==> config.mk <==
export PLATFORM = sky130hd
export DESIGN_NAME = srl2prl_fifo
export DESIGN_NICKNAME = d
export VERILOG_FILES = /design/src/rtl/srl2prl_fifo.sv
export SDC_FILE = /design/constraint.sdc
export NUM_CORES = 1
export LEC_CHECK = 0
export ABC_AREA = 1
export CORE_UTILIZATION = 57
export DETAILED_ROUTE_END_ITERATION = 10
export MAX_ROUTING_LAYER = met4
export PLACE_DENSITY = 0.9
export SETUP_SLACK_MARGIN = 0.05
export SLEW_MARGIN = 20
export SYNTH_ARGS = -nofsm -noshare
export SYNTH_HDL_FRONTEND = slang
export SYNTH_SLANG_ARGS = --single-unit
export TNS_END_PERCENT = 10
==> constraint.sdc <==
create_clock -name clock -period 2.4 [get_ports clock]
set_input_delay 0.48 -clock clock [delete_from_list [all_inputs] [get_ports clock]]
set_output_delay 0.48 -clock clock [all_outputs]
set_load 0.02 [all_outputs]
==> src/rtl/srl2prl_fifo.sv <==
// rtl/srl2prl_fifo.sv - serial-to-parallel byte assembler feeding a first-word fall-through FIFO
// Bits arrive MSB first; a partial byte is abandoned after TIMEOUT idle cycles mid-byte.
module srl2prl_fifo #(
    parameter int DEPTH   = 4,
    parameter int TIMEOUT = 16
) (
    input  logic                     clock,
    input  logic                     rst,
    input  logic                     srl_in,
    input  logic                     srl_valid,
    output logic [7:0]               prl_out,
    output logic                     prl_valid,
    input  logic                     prl_ready,
    output logic                     frame_err,
    output logic                     overflow,
    output logic [$clog2(DEPTH):0]   level
);

    localparam int AW = $clog2(DEPTH);
    localparam int LW = AW + 1;
    localparam int GW = $clog2(TIMEOUT + 1);

    typedef enum logic {IDLE, SHIFT} state_t;

    state_t          state_q, state_d;
    logic [2:0]      bit_cnt_q, bit_cnt_d;
    logic [7:0]      sreg_q, sreg_d;
    logic [GW-1:0]   gap_q, gap_d;
    logic            frame_err_q, frame_err_d;
    logic            overflow_q, overflow_d;
    logic [AW-1:0]   wr_ptr_q, wr_ptr_d;
    logic [AW-1:0]   rd_ptr_q, rd_ptr_d;
    logic [LW-1:0]   level_q, level_d;
    logic [7:0]      mem_q [DEPTH];

    logic            byte_done;
    logic [7:0]      byte_data;
    logic            pop;
    logic            full;
    logic            wr_en;

    assign byte_data = {sreg_q[6:0], srl_in};

    always_comb begin
        state_d     = state_q;
        bit_cnt_d   = bit_cnt_q;
        sreg_d      = sreg_q;
        gap_d       = gap_q;
        frame_err_d = 1'b0;
        byte_done   = 1'b0;
        case (state_q)
            IDLE: begin
                gap_d = '0;
                if (srl_valid) begin
                    sreg_d    = byte_data;
                    bit_cnt_d = bit_cnt_q + 3'd1;
                    state_d   = SHIFT;
                end
            end
            SHIFT: begin
                if (srl_valid) begin
                    sreg_d    = byte_data;
                    bit_cnt_d = bit_cnt_q + 3'd1;
                    gap_d     = '0;
                    if (bit_cnt_q == 3'd7) begin
                        byte_done = 1'b1;
                        state_d   = IDLE;
                    end
                end else if (gap_q == GW'(TIMEOUT - 1)) begin
                    // This idle cycle is the TIMEOUT-th in a row: abandon the partial byte.
                    sreg_d      = '0;
                    bit_cnt_d   = '0;
                    gap_d       = '0;
                    frame_err_d = 1'b1;
                    state_d     = IDLE;
                end else begin
                    gap_d = gap_q + GW'(1);
                end
            end
            default: state_d = IDLE;
        endcase
    end

    assign prl_valid = (level_q != '0);
    assign prl_out   = prl_valid ? mem_q[rd_ptr_q] : 8'h00;
    assign pop       = prl_valid && prl_ready;
    assign full      = (level_q == LW'(DEPTH));
    // A pop in the same cycle frees the slot, so a full FIFO still accepts the byte.
    assign wr_en     = byte_done && (!full || pop);

    always_comb begin
        overflow_d = byte_done && full && !pop;
        wr_ptr_d   = wr_en ? wr_ptr_q + AW'(1) : wr_ptr_q;
        rd_ptr_d   = pop ? rd_ptr_q + AW'(1) : rd_ptr_q;
        level_d    = level_q;
        if (wr_en && !pop) begin
            level_d = level_q + LW'(1);
        end else if (pop && !wr_en) begin
            level_d = level_q - LW'(1);
        end
    end

    always_ff @(posedge clock or negedge rst) begin
        if (!rst) begin
            state_q     <= IDLE;
            bit_cnt_q   <= '0;
            sreg_q      <= '0;
            gap_q       <= '0;
            frame_err_q <= 1'b0;
            overflow_q  <= 1'b0;
            wr_ptr_q    <= '0;
            rd_ptr_q    <= '0;
            level_q     <= '0;
        end else begin
            state_q     <= state_d;
            bit_cnt_q   <= bit_cnt_d;
            sreg_q      <= sreg_d;
            gap_q       <= gap_d;
            frame_err_q <= frame_err_d;
            overflow_q  <= overflow_d;
            wr_ptr_q    <= wr_ptr_d;
            rd_ptr_q    <= rd_ptr_d;
            level_q     <= level_d;
        end
    end

    always_ff @(posedge clock) begin
        if (wr_en) begin
            mem_q[wr_ptr_q] <= byte_data;
        end
    end

    assign frame_err = frame_err_q;
    assign overflow  = overflow_q;
    assign level     = level_q;

endmodule

==> out/results.ini, run 1 <==
[grt]
antenna_found_initial = 0
grt_pass1_vias = 1628
grt_max_degree = 35
grt_pass1_wl_um = 7560
track_usage_pct = 24.4
globalRoute.totalOverflow = 0

[drt]
routed_via_density = 4.99
finalWirelength_um = 4570
ant_nets = 0
first_pass_iters = 4
drt_iter0_drc = 126
drc = 0
vias = 1701
routedWlPerCell_um = 13.4

[critical_path]
critical_path_required_ps = 1920
critPathArrivalTime_ps = 1680
crit_end = prl_out[6]
reg2reg_depth = 10
worst_r2r_startpoint = bit_cnt_q[0]
crit_fanout = 34
endpoint_kind = output pin
timing.rr.end = level[1]
rrSetupSlack_ps = 280
crit_chain = buf_12, nor2_1, nor2_1, nand2_1, a21oi_1, dlygate4sd2_1
cp_top_family = buffers and inverters
startpoint = rd_ptr_q[0]
path_class = reg -> out
worst-path-stages = 6
start_kind = flop
cp_slowest_cell = dfrtp_1
crit_top_cell = nor2_1
cpPeakStageDelay_ps = 370
crit_buf_inv = 2

[sta]
fin_ws_ps = 238
setup_violations = 0
slew_headroom_pct = 78.4
min_period_ps = 2160
fin_skew_ps = 7.87
drv_slew = 0
finalSetupTns_ps = 0
worst_slew_pin_slew_ps = 324
fmax_mhz = 463
grt_setup_unrepaired = false
hold_viol = 0
period_share_pct = 90.1

[final_layout]
syn_to_final_growth_pct = 19.8
fin_area_um2 = 3020
fin_nets = 300
layout-drive-gt1-share_pct = 10.7
antennaDiodeCount = 0

[clocking]
htreeDepth = 3
cts_tree = yes
worstSkewPairLatency_ps = 340
root_buffer = clkbuf_8
path_clk_slew_ps = 70
cts_buffers = 9
clk_path_buf_depth = 2
cts_sinks = 57

[logic_synthesis]
avgSynthCellArea_um2 = 9.92
synth_top_area_share_pct = 38.2
ys_types = 23
async_flop_share_pct = 43.9
ys_seq_elements = 57
synth.largest_area_cell = edfxtp_1
yosysSeqAreaShare_pct = 63.0
synth_edf_count = 32
yosys_most_used_dff = edfxtp_1
ys_top_cells_by_area = edfxtp_1 38%, dfrtp_1 25%, nand2_1 10%, nor2_1 6.4%, inv_1 4.8%
synth.net_count = 268
ys_top_cells_by_count = 70 x nand2_1, 43 x nor2_1, 32 x edfxtp_1, 32 x inv_1, 25 x dfrtp_1
syn_area_um2 = 2520
syn-instance-count = 254
yosysMostFrequentCell = nand2_1
ys_warn_count = 0

[run]
maxCapViolCount = 0

[die]
core-area_um2 = 4120
num_rows = 23
start_util_pct = 61.2
die_h_um = 68.5
io_pins = 19
dieArea_um2 = 4690
dieWidth_um = 68.5

[power_and_ir_drop]
power_density_nw_per_um2 = 1130
leakage_nw = 1.43
power_w = 0.00339
peakVddDrop_uv = 752

[place]
hpwl_um = 3000
place_area_um2 = 2800
place_ws_ps = 51.4
gp_congestion = 0.766
io_buffers = 18

[outcome]
outcome = complete, no violations

[worst_hold_path]
min_path_type = reg -> reg
hold_start = gap_q[0]

state kept, by name, indices dropped and copies added (netlist names):
signal,flops
level,3
gap_q,5
mem_q,32
sreg_q,7
rd_ptr_q,2
frame_err,1
overflow,1
wr_ptr_q,2
state_q,1
bit_cnt_q,3
metal layers:
metal  wire length [um]  part of all wire, %  up-vias  track usage, %
met5                  0                    0        -               -
met3                194                  4.2        8            6.83
li1                   -                    -      859               -
met1               2020                   44      793            29.6
met4                 85                  1.9        0            10.9
met2               2270                   50       41            38.1
cells in the final DEF (no fill, tap or decap), types with 3 or more instances in the layout:
master / instances
clkbuf_8: 10
ha_1: 8
nand3_1: 11
a21oi_1: 9
inv_1: 31
dlygate4sd2_1: 5
edfxtp_1: 32
nor2_1: 43
xnor2_1: 3
dfrtp_1: 25
buf_4: 9
clkdlybuf4s50_1: 10
dlymetal6s2s_1: 3
nand2_1: 70
report_power, final:
part           internal, W  switching [W]  total, W
logic             0.000477       0.000679   0.00116
registers          0.00116       0.000101   0.00126
clock network     0.000605       0.000376  0.000981
through the flow:
stage          utilization (%)  instances  hold WS [ps]
6_report                  73.3        341           490
5_1_grt                   73.3        341           521
4_1_cts                   73.1        341           497
3_5_place_dp              68.0        325           489
3_3_place_gp              68.0        325           459
2_1_floorplan                -        254           184
area by class of cell:
class                   count  area [um^2]
clock buffers              10          138
clock inverters             6         81.3
fillers                   280         1100
inverters                  33          124
multi-input cells         157          756
flip-flops and latches     57         1590
well taps                  50         62.6
repair buffers             28          269
how the worst min path moves through the flow:
stage | endpoint | slack, ps | cells past startpoint
floorplan | bit_cnt_q[0] | 180 | 0
finish | gap_q[0] | 490 | 1
CTS | gap_q[0] | 500 | 1
global route | gap_q[0] | 520 | 1
global placement | gap_q[0] | 460 | 1
detailed placement | gap_q[0] | 490 | 1
kinds of logic (layout without fill, tap and decap cells):
logic type	after synthesis	in the layout	synth area share (%)
fa+ha+maj	9	9	4.77
buf+inv	40	77	7.00
xor+xnor	5	5	1.74
simple gates	131	131	20.9
compound gates	11	11	2.19
flops	57	57	63.0
mux	1	1	0.447
what timing repair did:
| action | 4_1_cts | 5_1_grt |
|---|---|---|
| pin swaps | 0 | 0 |
| buffers inserted | 0 | 0 |
| hold endpoints to repair | 0 | 0 |
| setup endpoints to repair | 8 | 3 |
| hold buffers | 0 | 0 |
| gates resized for setup | 6 | 3 |
No activity file was read; power rests on OpenSTA's default activity.
==> run 2, diff against run 1 <==
--- a/config.mk
+++ b/config.mk
@@ -6,7 +6,9 @@
 export NUM_CORES = 1
 export LEC_CHECK = 0
 export ABC_AREA = 1
-export CORE_UTILIZATION = 57
+export CELL_PAD_IN_SITES_DETAIL_PLACEMENT = 1
+export CELL_PAD_IN_SITES_GLOBAL_PLACEMENT = 1
+export CORE_UTILIZATION = 45
 export DETAILED_ROUTE_END_ITERATION = 10
 export MAX_ROUTING_LAYER = met4
 export PLACE_DENSITY = 0.9
==> run 2 against run 1 <==
Compared with the run above:
- clock skew decreased by 2.4 ps
- hold slack got worse by 23 ps
- critical path type unchanged
- maximum frequency decreased by 3.2%
==> out/results.ini, run 2 (synthesized netlist as in run 1, its figures left out) <==
[grt]
globalRoute.totalOverflow = 0  ; unchanged
grt_pass1_vias = 1892  ; +16%
grt_max_degree = 33  ; -5.7%
track_usage_pct = 22.0  ; -2.4 points
antenna_found_initial = 0  ; unchanged
grt_pass1_wl_um = 9410  ; +24%

[final_layout]
syn_to_final_growth_pct = 19.9
final_common_cell = nand2_1
antennaDiodeCount = 0  ; unchanged
fin_area_um2 = 3020  ; +0.12%
fin_nets = 300  ; unchanged
layout-drive-gt1-share_pct = 11.3  ; +0.69 points
top_register = mem_q
reg_top3 = mem_q x32, sreg_q x7, gap_q x5
layout_common_cells = 70 x nand2_1, 43 x nor2_1, 32 x edfxtp_1
largest_reg_flops = 32  ; unchanged
multi_input_area_um2 = 756  ; unchanged
regArea_um2 = 1590  ; unchanged
nFillCells = 593  ; +110%

[die]
num_rows = 26  ; +13%
dieWidth_um = 76.8  ; +12%
io_pins = 19  ; unchanged
start_util_pct = 48.1  ; -13 points
core-area_um2 = 5240  ; +27%
dieArea_um2 = 5900  ; +26%
die_h_um = 76.8  ; +12%

[critical_path]
critical_path_required_ps = 1920  ; about the same
endpoint_kind = output pin
crit_fanout = 32  ; -5.9%
start_kind = flop
cp_slowest_cell = dfrtp_1
crit_chain = buf_12, nor2_1, nor2_1, nand2_1, a21oi_1, dlygate4sd2_1
critPathArrivalTime_ps = 1750  ; +70 ps
crit_top_cell = nor2_1
cpPeakStageDelay_ps = 450  ; +80 ps
path_class = reg -> out

[power_and_ir_drop]
leakage_nw = 1.41  ; -1.4%
peakVddDrop_uv = 667  ; -11%
power_density_nw_per_um2 = 1100  ; -1.8%
power_w = 0.00334  ; -1.7%

[drt]
routed_via_density = 4.96  ; -0.49%
first_pass_iters = 4  ; unchanged
finalWirelength_um = 5540  ; +21%
routedWlPerCell_um = 15.4  ; +14%
drc = 0  ; unchanged
vias = 1792  ; +5.3%
ant_nets = 0  ; unchanged
drt_iter0_drc = 95  ; -25%

[sta]
slew_headroom_pct = 78.2  ; -0.15 points
fin_ws_ps = 167  ; -71.3 ps
worst_slew_pin_slew_ps = 327  ; +2.24 ps
period_share_pct = 93.0  ; +3.0 points
min_period_ps = 2230  ; +71.3 ps
finalSetupTns_ps = 0  ; unchanged
fin_skew_ps = 5.48  ; -2.38 ps
drv_slew = 0  ; unchanged
setup_violations = 0  ; unchanged
fmax_mhz = 448  ; -3.2%
hold_viol = 0  ; unchanged
grt_setup_unrepaired = false

[outcome]
outcome = complete, no violations

[clocking]
cts_tree = yes
cts_resized = 8  ; +2
cts_buffers = 9  ; unchanged
worstSkewPairLatency_ps = 330  ; about the same
htreeDepth = 3  ; unchanged
path_clk_slew_ps = 60  ; about the same
cts_sinks = 57  ; unchanged
post-cts-setup-buffers = 0  ; unchanged
root_buffer = clkbuf_8
cts_hold_buffers = 0  ; unchanged
clk_path_buf_depth = 2  ; unchanged

[worst_hold_path]
min_path_type = reg -> reg

[run]
maxCapViolCount = 0  ; unchanged

[place]
gp_congestion = 0.745  ; -2.8%
io_buffers = 18  ; unchanged
hpwl_um = 3800  ; +27%
place_ws_ps = -20.9  ; -72.3 ps
place_area_um2 = 2820  ; +0.90%

==> run 2: power breakdown <==
part | switching (W) | leakage (nW) | internal (W)
Clock | 0.000376 | 0.109 | 0.000532
Sequential | 0.000119 | 0.610 | 0.00116
Combinational | 0.000689 | 0.688 | 0.000463
==> run 2: worst max-delay path: cells and delay by family (launching register included) <==
| kind | cells | cell delay, ps |
|---|---|---|
| AO/OA/AOI/OAI | 1 | 140 |
| buffers and inverters | 2 | 560 |
| flip-flops | 1 | 450 |
| AND/OR/NAND/NOR | 3 | 270 |
==> run 2: per-layer routing <==
metal,GRT usage [%],routed length (um)
met5,-,0
met4,10.2,130
met3,3.45,169
met2,37.1,2870
met1,26.0,2370
==> run 2: per-stage QoR <==
| step | hold WS, ps | util, % | std cells |
|---|---|---|---|
| 3_5_place_dp | 465 | 53.9 | 345 |
| 3_3_place_gp | 456 | 53.9 | 345 |
| 4_1_cts | 474 | 57.6 | 361 |
| 5_1_grt | 489 | 57.7 | 361 |
| 6_report | 467 | 57.7 | 361 |
| 2_1_floorplan | 184 | - | 254 |
==> run 2: final cells by class <==
cell class	count	share of cell area (%)
inverters	33	4.10
clock inverters	5	1.78
multi-input cells	157	25.0
flip-flops and latches	57	52.5
repair buffers	28	8.66
well taps	70	2.90
clock buffers	11	5.01
==> run 2: worst paths after layout <==
kind	start	endpoint	slack, ps	cells after the start
worst max-delay path	rd_ptr_q[0]	prl_out[4]	170	6
worst min-delay path	gap_q[0]	gap_q[0]	470	1
worst max register to register	bit_cnt_q[0]	level[1]	210	10
worst min register to register	gap_q[0]	gap_q[0]	470	1
max in group asynchronous	rst	sreg_q[0]	1640	2
min in group asynchronous	rst	bit_cnt_q[2]	520	2
